`src/rtl/mem_pkg.sv`:
```
// mem_pkg: shared access-size and responder-state types plus alignment/lane helpers
package mem_pkg;
  typedef enum logic [1:0] {SZ_BYTE, SZ_WYDE, SZ_TETRA, SZ_OCTA} mem_size_t;
  typedef enum logic [2:0] {IDLE, RD1, RD2, WR2, RESP} resp_state_t;
  function automatic logic [63:0] align_addr(logic [63:0] addr, mem_size_t size);
    return addr & ~((64'd1 << size) - 64'd1);
  endfunction
  function automatic logic [3:0] lane_mask(logic [1:0] offset, mem_size_t size);
    return size == SZ_BYTE ? 4'b1000 >> offset :
           size == SZ_WYDE ? (offset[1] ? 4'b0011 : 4'b1100) : 4'b1111;
  endfunction
endpackage

```
`src/rtl/mem_lane_steer.sv`:
```
// mem_lane_steer: big-endian lane placement of write data and extraction of read data
module mem_lane_steer
  import mem_pkg::*;
(
  input  mem_size_t   size,
  input  logic [1:0]  offset,
  input  logic [31:0] wdata,
  input  logic [31:0] rdata,
  output logic [31:0] wpos,
  output logic [31:0] rext,
  output logic [3:0]  be
);
  assign wpos = size == SZ_BYTE ? {4{wdata[7:0]}} : size == SZ_WYDE ? {2{wdata[15:0]}} : wdata;
  assign rext = size == SZ_BYTE ? {24'b0, rdata[{~offset, 3'b000} +: 8]} :
                size == SZ_WYDE ? {16'b0, rdata[{~offset[1], 4'b0000} +: 16]} : rdata;
  assign be = lane_mask(offset, size);
endmodule

```
`src/rtl/mem_responder.sv`:
```
// mem_responder: services level-held memory requests against a 32-bit synchronous RAM
module mem_responder
  import mem_pkg::*;
#(
  parameter int ADDR_WIDTH = 14
) (
  input  logic                  clk,
  input  logic                  reset,
  input  logic [63:0]           mem_address,
  input  logic [1:0]            mem_datasize,
  input  logic                  mem_read,
  input  logic                  mem_write,
  input  logic [63:0]           mem_writedata,
  output logic [63:0]           mem_readdata,
  output logic                  mem_done,
  output logic [ADDR_WIDTH-1:0] ram_address,
  output logic [31:0]           ram_writedata,
  output logic [3:0]            ram_byteenable,
  output logic                  ram_write,
  input  logic [31:0]           ram_readdata
);
  localparam int AW2 = ADDR_WIDTH + 2;
  resp_state_t state, state_nx;
  mem_size_t size_in, size_q, st_size;
  logic [63:0] aligned;
  logic [AW2-1:0] addr_q;
  logic [31:0] hi_q, st_wdata, wpos, rext;
  logic [3:0] be;
  logic [1:0] st_off;
  logic [ADDR_WIDTH-1:0] word_nx;
  logic idle, addr_unused;
  assign size_in = mem_size_t'(mem_datasize);
  assign aligned = align_addr(mem_address, size_in);
  assign addr_unused = ^{mem_address[63:AW2], aligned[63:AW2]};
  assign idle = state == IDLE;
  assign st_size = idle ? size_in : size_q;
  assign st_off = idle ? aligned[1:0] : addr_q[1:0];
  assign st_wdata = idle && size_in == SZ_OCTA ? mem_writedata[63:32] : mem_writedata[31:0];
  assign word_nx = addr_q[AW2-1:2] + ADDR_WIDTH'(1);
  mem_lane_steer u_steer (
    .size(st_size),
    .offset(st_off),
    .wdata(st_wdata),
    .rdata(ram_readdata),
    .wpos(wpos),
    .rext(rext),
    .be(be)
  );
  always_comb begin
    state_nx = state;
    mem_done = 1'b0;
    ram_write = 1'b0;
    ram_address = '0;
    ram_writedata = '0;
    ram_byteenable = '0;
    unique case (state)
      IDLE: begin
        if (mem_read) begin
          ram_address = aligned[AW2-1:2];
          state_nx = RD1;
        end else if (mem_write) begin
          ram_address = aligned[AW2-1:2];
          ram_write = 1'b1;
          ram_writedata = wpos;
          ram_byteenable = be;
          state_nx = size_in == SZ_OCTA ? WR2 : RESP;
        end
      end
      RD1: begin
        ram_address = size_q == SZ_OCTA ? word_nx : '0;
        state_nx = size_q == SZ_OCTA ? RD2 : RESP;
      end
      RD2: state_nx = RESP;
      WR2: begin
        ram_address = word_nx;
        ram_write = 1'b1;
        ram_writedata = wpos;
        ram_byteenable = be;
        state_nx = RESP;
      end
      RESP: begin
        mem_done = 1'b1;
        state_nx = IDLE;
      end
      default: state_nx = IDLE;
    endcase
    if (reset) begin
      mem_done = 1'b0;
      ram_write = 1'b0;
      ram_address = '0;
      ram_writedata = '0;
      ram_byteenable = '0;
    end
  end
  always_ff @(posedge clk) state <= reset ? IDLE : state_nx;
  always_ff @(posedge clk) begin
    if (reset) begin
      addr_q <= '0;
      size_q <= SZ_BYTE;
      hi_q <= '0;
      mem_readdata <= '0;
    end else begin
      if (idle) begin
        addr_q <= aligned[AW2-1:0];
        size_q <= size_in;
      end
      if (state == RD1 && size_q == SZ_OCTA) hi_q <= ram_readdata;
      if (state == RD1 && size_q != SZ_OCTA) mem_readdata <= {32'b0, rext};
      if (state == RD2) mem_readdata <= {hi_q, ram_readdata};
    end
  end
endmodule
```
`config.mk`:
```
export PLATFORM = sky130hd
export DESIGN_NAME = mem_responder
export DESIGN_NICKNAME = d
export VERILOG_FILES = /design/src/rtl/mem_pkg.sv /design/src/rtl/mem_lane_steer.sv /design/src/rtl/mem_responder.sv
export SDC_FILE = /design/constraint.sdc
export NUM_CORES = 1
export LEC_CHECK = 0
export BUFFER_PORTS_ARGS = -buffer_cell sky130_fd_sc_hd__buf_2
export CORE_MARGIN = 1
export CORE_UTILIZATION = 40
export DETAILED_ROUTE_END_ITERATION = 10
export PLACE_DENSITY = 0.73
export RECOVER_POWER = 100
export SYNTH_ARGS = -nofsm -noshare
export SYNTH_HDL_FRONTEND = slang
export SYNTH_SLANG_ARGS = --single-unit
```
`constraint.sdc`:
```
create_clock -name clk -period 2.9 [get_ports clk]
set_input_delay 0.58 -clock clk [delete_from_list [all_inputs] [get_ports clk]]
set_output_delay 0.58 -clock clk [all_outputs]
set_load 0.05 [all_outputs]
```
==> impl_metrics.env <==
export IMPL_synth_xor_area_share=0.0170
export IMPL_grt_max_degree=101
export IMPL_finalInstanceArea_sq_um=8660
export IMPL_synth_edf_count=0
export IMPL_ys_flop_type="dfxtp_1"
export IMPL_timing_hold_ws_ns=0.417
export IMPL_cts_root_buf="clkbuf_16"
export IMPL_path_clk_slew_ns=0.05
export IMPL_netlist_area_leader_share=0.380
export IMPL_insertion_delay_ns=0.41
export IMPL_r2r_worst_path_cells=7
export IMPL_criticalPathCategory="reg -> out"
export IMPL_core_area_sq_um=15100
export IMPL_utilization=0.572
export IMPL_fmax_mhz=350
export IMPL_yosys_top_cells_count="nand2_1 (169), dfxtp_1 (117), a21oi_1 (81)"
export IMPL_synth_simple_area_share=0.239
export IMPL_port_buffers=233
export IMPL_wl_microns=20900
export IMPL_drt_iter0_markers=455
export IMPL_synth_largest_area_cell="dfxtp_1"
export IMPL_die_y_microns=126
export IMPL_antenna_found_initial=0
export IMPL_placed_area_sq_um=7910
export IMPL_grt_usage=0.258
export IMPL_viasPerCell=5.52
export IMPL_ys_async_sr_fraction=0
export IMPL_ys_ff_latch=117
export IMPL_dr_pass1_iters=5
export IMPL_syn_to_final_growth_pct=40.3
export IMPL_row_count=45
export IMPL_cts_tree="done"
export IMPL_dr_total_vias=6709
export IMPL_worst_ep_arrival_time_ns=2.28
export IMPL_ir_worst_vdd_uv=482
export IMPL_required_ns=2.32
export IMPL_worst_hold_path_type="in -> reg"
export IMPL_ys_seq_area_frac=0.380
export IMPL_synth_fa_ha_area_frac=0.00608
export IMPL_layout_min_cycle_time_ns=2.86
export IMPL_power_leakage_nw=3.44
export IMPL_die_w_microns=126
export IMPL_grt_ovfl_total=0
export IMPL_nets=1185
export IMPL_fin_crit_sh=0.985
export IMPL_synth_area_sq_um=6170
export IMPL_status="complete, no violations"
export IMPL_drv_cap=0
export IMPL_drc=0
export IMPL_end_kind="output port"
export IMPL_h_tree_depth=4
export IMPL_clock_skew_ns=0.0112
export IMPL_cts_buffer_depth=2
export IMPL_start_util=0.407
export IMPL_synthCells=769
export IMPL_grt_pass1_vias=6141
export IMPL_synth_area_leaders="dfxtp_1 (38%), nand2_1 (10%), a21oi_1 (6.6%)"
export IMPL_path_max_fanout=10
export IMPL_fillerInstances=1409
export IMPL_synth_most_common_cell="nand2_1"
export IMPL_setup_violations=0
export IMPL_place_hpwl_microns=15000
export IMPL_startpoint_type="flop"
export IMPL_place_gp_congestion=0.941
export IMPL_syn_area_per_cell_sq_um=8.02
export IMPL_final_cell_count_no_fill=1216
export IMPL_numCtsBuffers=17
export IMPL_synth_mux_area_frac=0.0683
export IMPL_cts_hold_buffers=0
export IMPL_grt_pass1_wl_microns=32500
export IMPL_max_slew_margin_rel=0.173
export IMPL_p_per_area_nw_per_um2=597
export IMPL_drive_gt1_frac=0.306
export IMPL_synth_top_family_by_area="simple AND/OR/NAND/NOR gates"
export IMPL_synth_compound_area_frac=0.233
export IMPL_whs_path_depth=2
export IMPL_rsz0062_at_grt="true"
export IMPL_wl_per_cell_microns=17.2
export IMPL_die_area_sq_um=15900
export IMPL_synth_fp_nets=938
export IMPL_cts_num_sinks=117
export IMPL_yosysWarnings=0
export IMPL_finalHoldViolations=0
export IMPL_drt_antenna_violating_nets=0
export IMPL_top_level_ports=282
export IMPL_tightest_slew_ns=1.24
export IMPL_p_total_mw=5.17
export IMPL_report_final_slew_viol_count=0
export IMPL_placedCellCount=1178
export IMPL_ys_types=74
export IMPL_antennaDiodeCount=0
==> cell type report <==
| class | instances | area [sq um] | area share |
|---|---|---|---|
| clock buffer | 21 | 460 | 0.0532 |
| clock inverter | 10 | 146 | 0.0169 |
| inverter | 8 | 30.0 | 0.00347 |
| multi-input combinational | 586 | 3800 | 0.439 |
| sequential | 117 | 2340 | 0.271 |
| tap | 188 | 235 | 0.0272 |
| timing repair buffer | 286 | 1640 | 0.189 |
==> cells by family (layout without fill, tap and decap cells) <==
logic type / Yosys count / after routing
compound gates: 208 / 208
fa+ha+maj: 3 / 3
buf+inv: 67 / 325
xor+xnor: 12 / 12
simple gates: 328 / 328
flops: 117 / 117
mux: 34 / 35
==> sequential cells by signal, indices dropped and copies added, names as in the netlist <==
| register | count |
|---|---|
| hi_q | 32 |
| mem_readdata | 64 |
| state | 3 |
| addr_q | 16 |
| size_q | 2 |
==> repair_timing <==
action                                  CTS  global route
gates resized for setup                  30            43
cloned                                    1             0
pin swaps                                 2             6
endpoints found under the setup margin   38            35
setup buffers                             4             2
==> critical path: stages, from the launching register on <==
cell,delay [ns]
dfxtp_2,0.34
or3_4,0.39
buf_4,0.18
buf_6,0.16
mux2i_4,0.23
a221oi_4,0.36
buf_6,0.21
==> per-layer routing <==
metal	GRT usage	wire length, microns	up-vias
met1	0.336	8970	3149
li1	-	-	3214
met5	0	0	-
met3	0.0850	1890	40
met4	0.0709	475	0
met2	0.409	9530	306
==> power breakdown <==
part,total (mW),internal (mW),switching [mW],leakage [nW]
sequential,1.72,1.67,0.0481,0.949
combinational,1.31,0.454,0.854,2.20
clock,2.14,1.40,0.745,0.294
==> worst paths after layout <==
| path | slack, ns | from | end |
|---|---|---|---|
| setup / recovery | 0.04 | state[0]$_SDFFE_PP0P_ | ram_writedata[31] |
| hold / removal | 0.42 | reset | size_q[0]$_SDFF_PP0_ |
| hold reg to reg | 0.45 | mem_readdata[17]$_SDFFE_PP0P_ | mem_readdata[17]$_SDFFE_PP0P_ |
| setup reg to reg | 0.30 | state[1]$_SDFFE_PP0P_ | mem_readdata[38]$_SDFFE_PP0P_ |
==> cell usage in the layout (no fill, tap or decap), types with 5 or more instances in the layout <==
cell         n
o21a_1      10
buf_2      121
a32oi_1      8
a21oi_1     77
mux2i_1     20
a2bb2oi_4    7
a31oi_1      5
inv_1        7
nand3_1     34
a22oi_1     39
nor2_1      63
a21oi_4     10
clkbuf_4    11
dfxtp_1    116
clkbuf_1    72
nand2b_1     6
nor3_1       9
xnor2_1      5
buf_6       14
xor2_1       7
nand2_1    167
o21ai_0     13
clkbuf_2    16
clkbuf_16   17
and3_1       5
buf_4       50
nor2_2       6
mux2i_4      7
==> stage by stage <==
stage	setup WS [ns]	TNS, ns
3_5_place_dp	-0.00734	-0.0129
6_report	0.0444	0
4_1_cts	-0.0461	-0.0934
5_1_grt	-0.0241	-0.171
2_1_floorplan	-0.167	-0.587
3_3_place_gp	0.0167	0
Note: power is estimated with default switching activity, not from simulation.
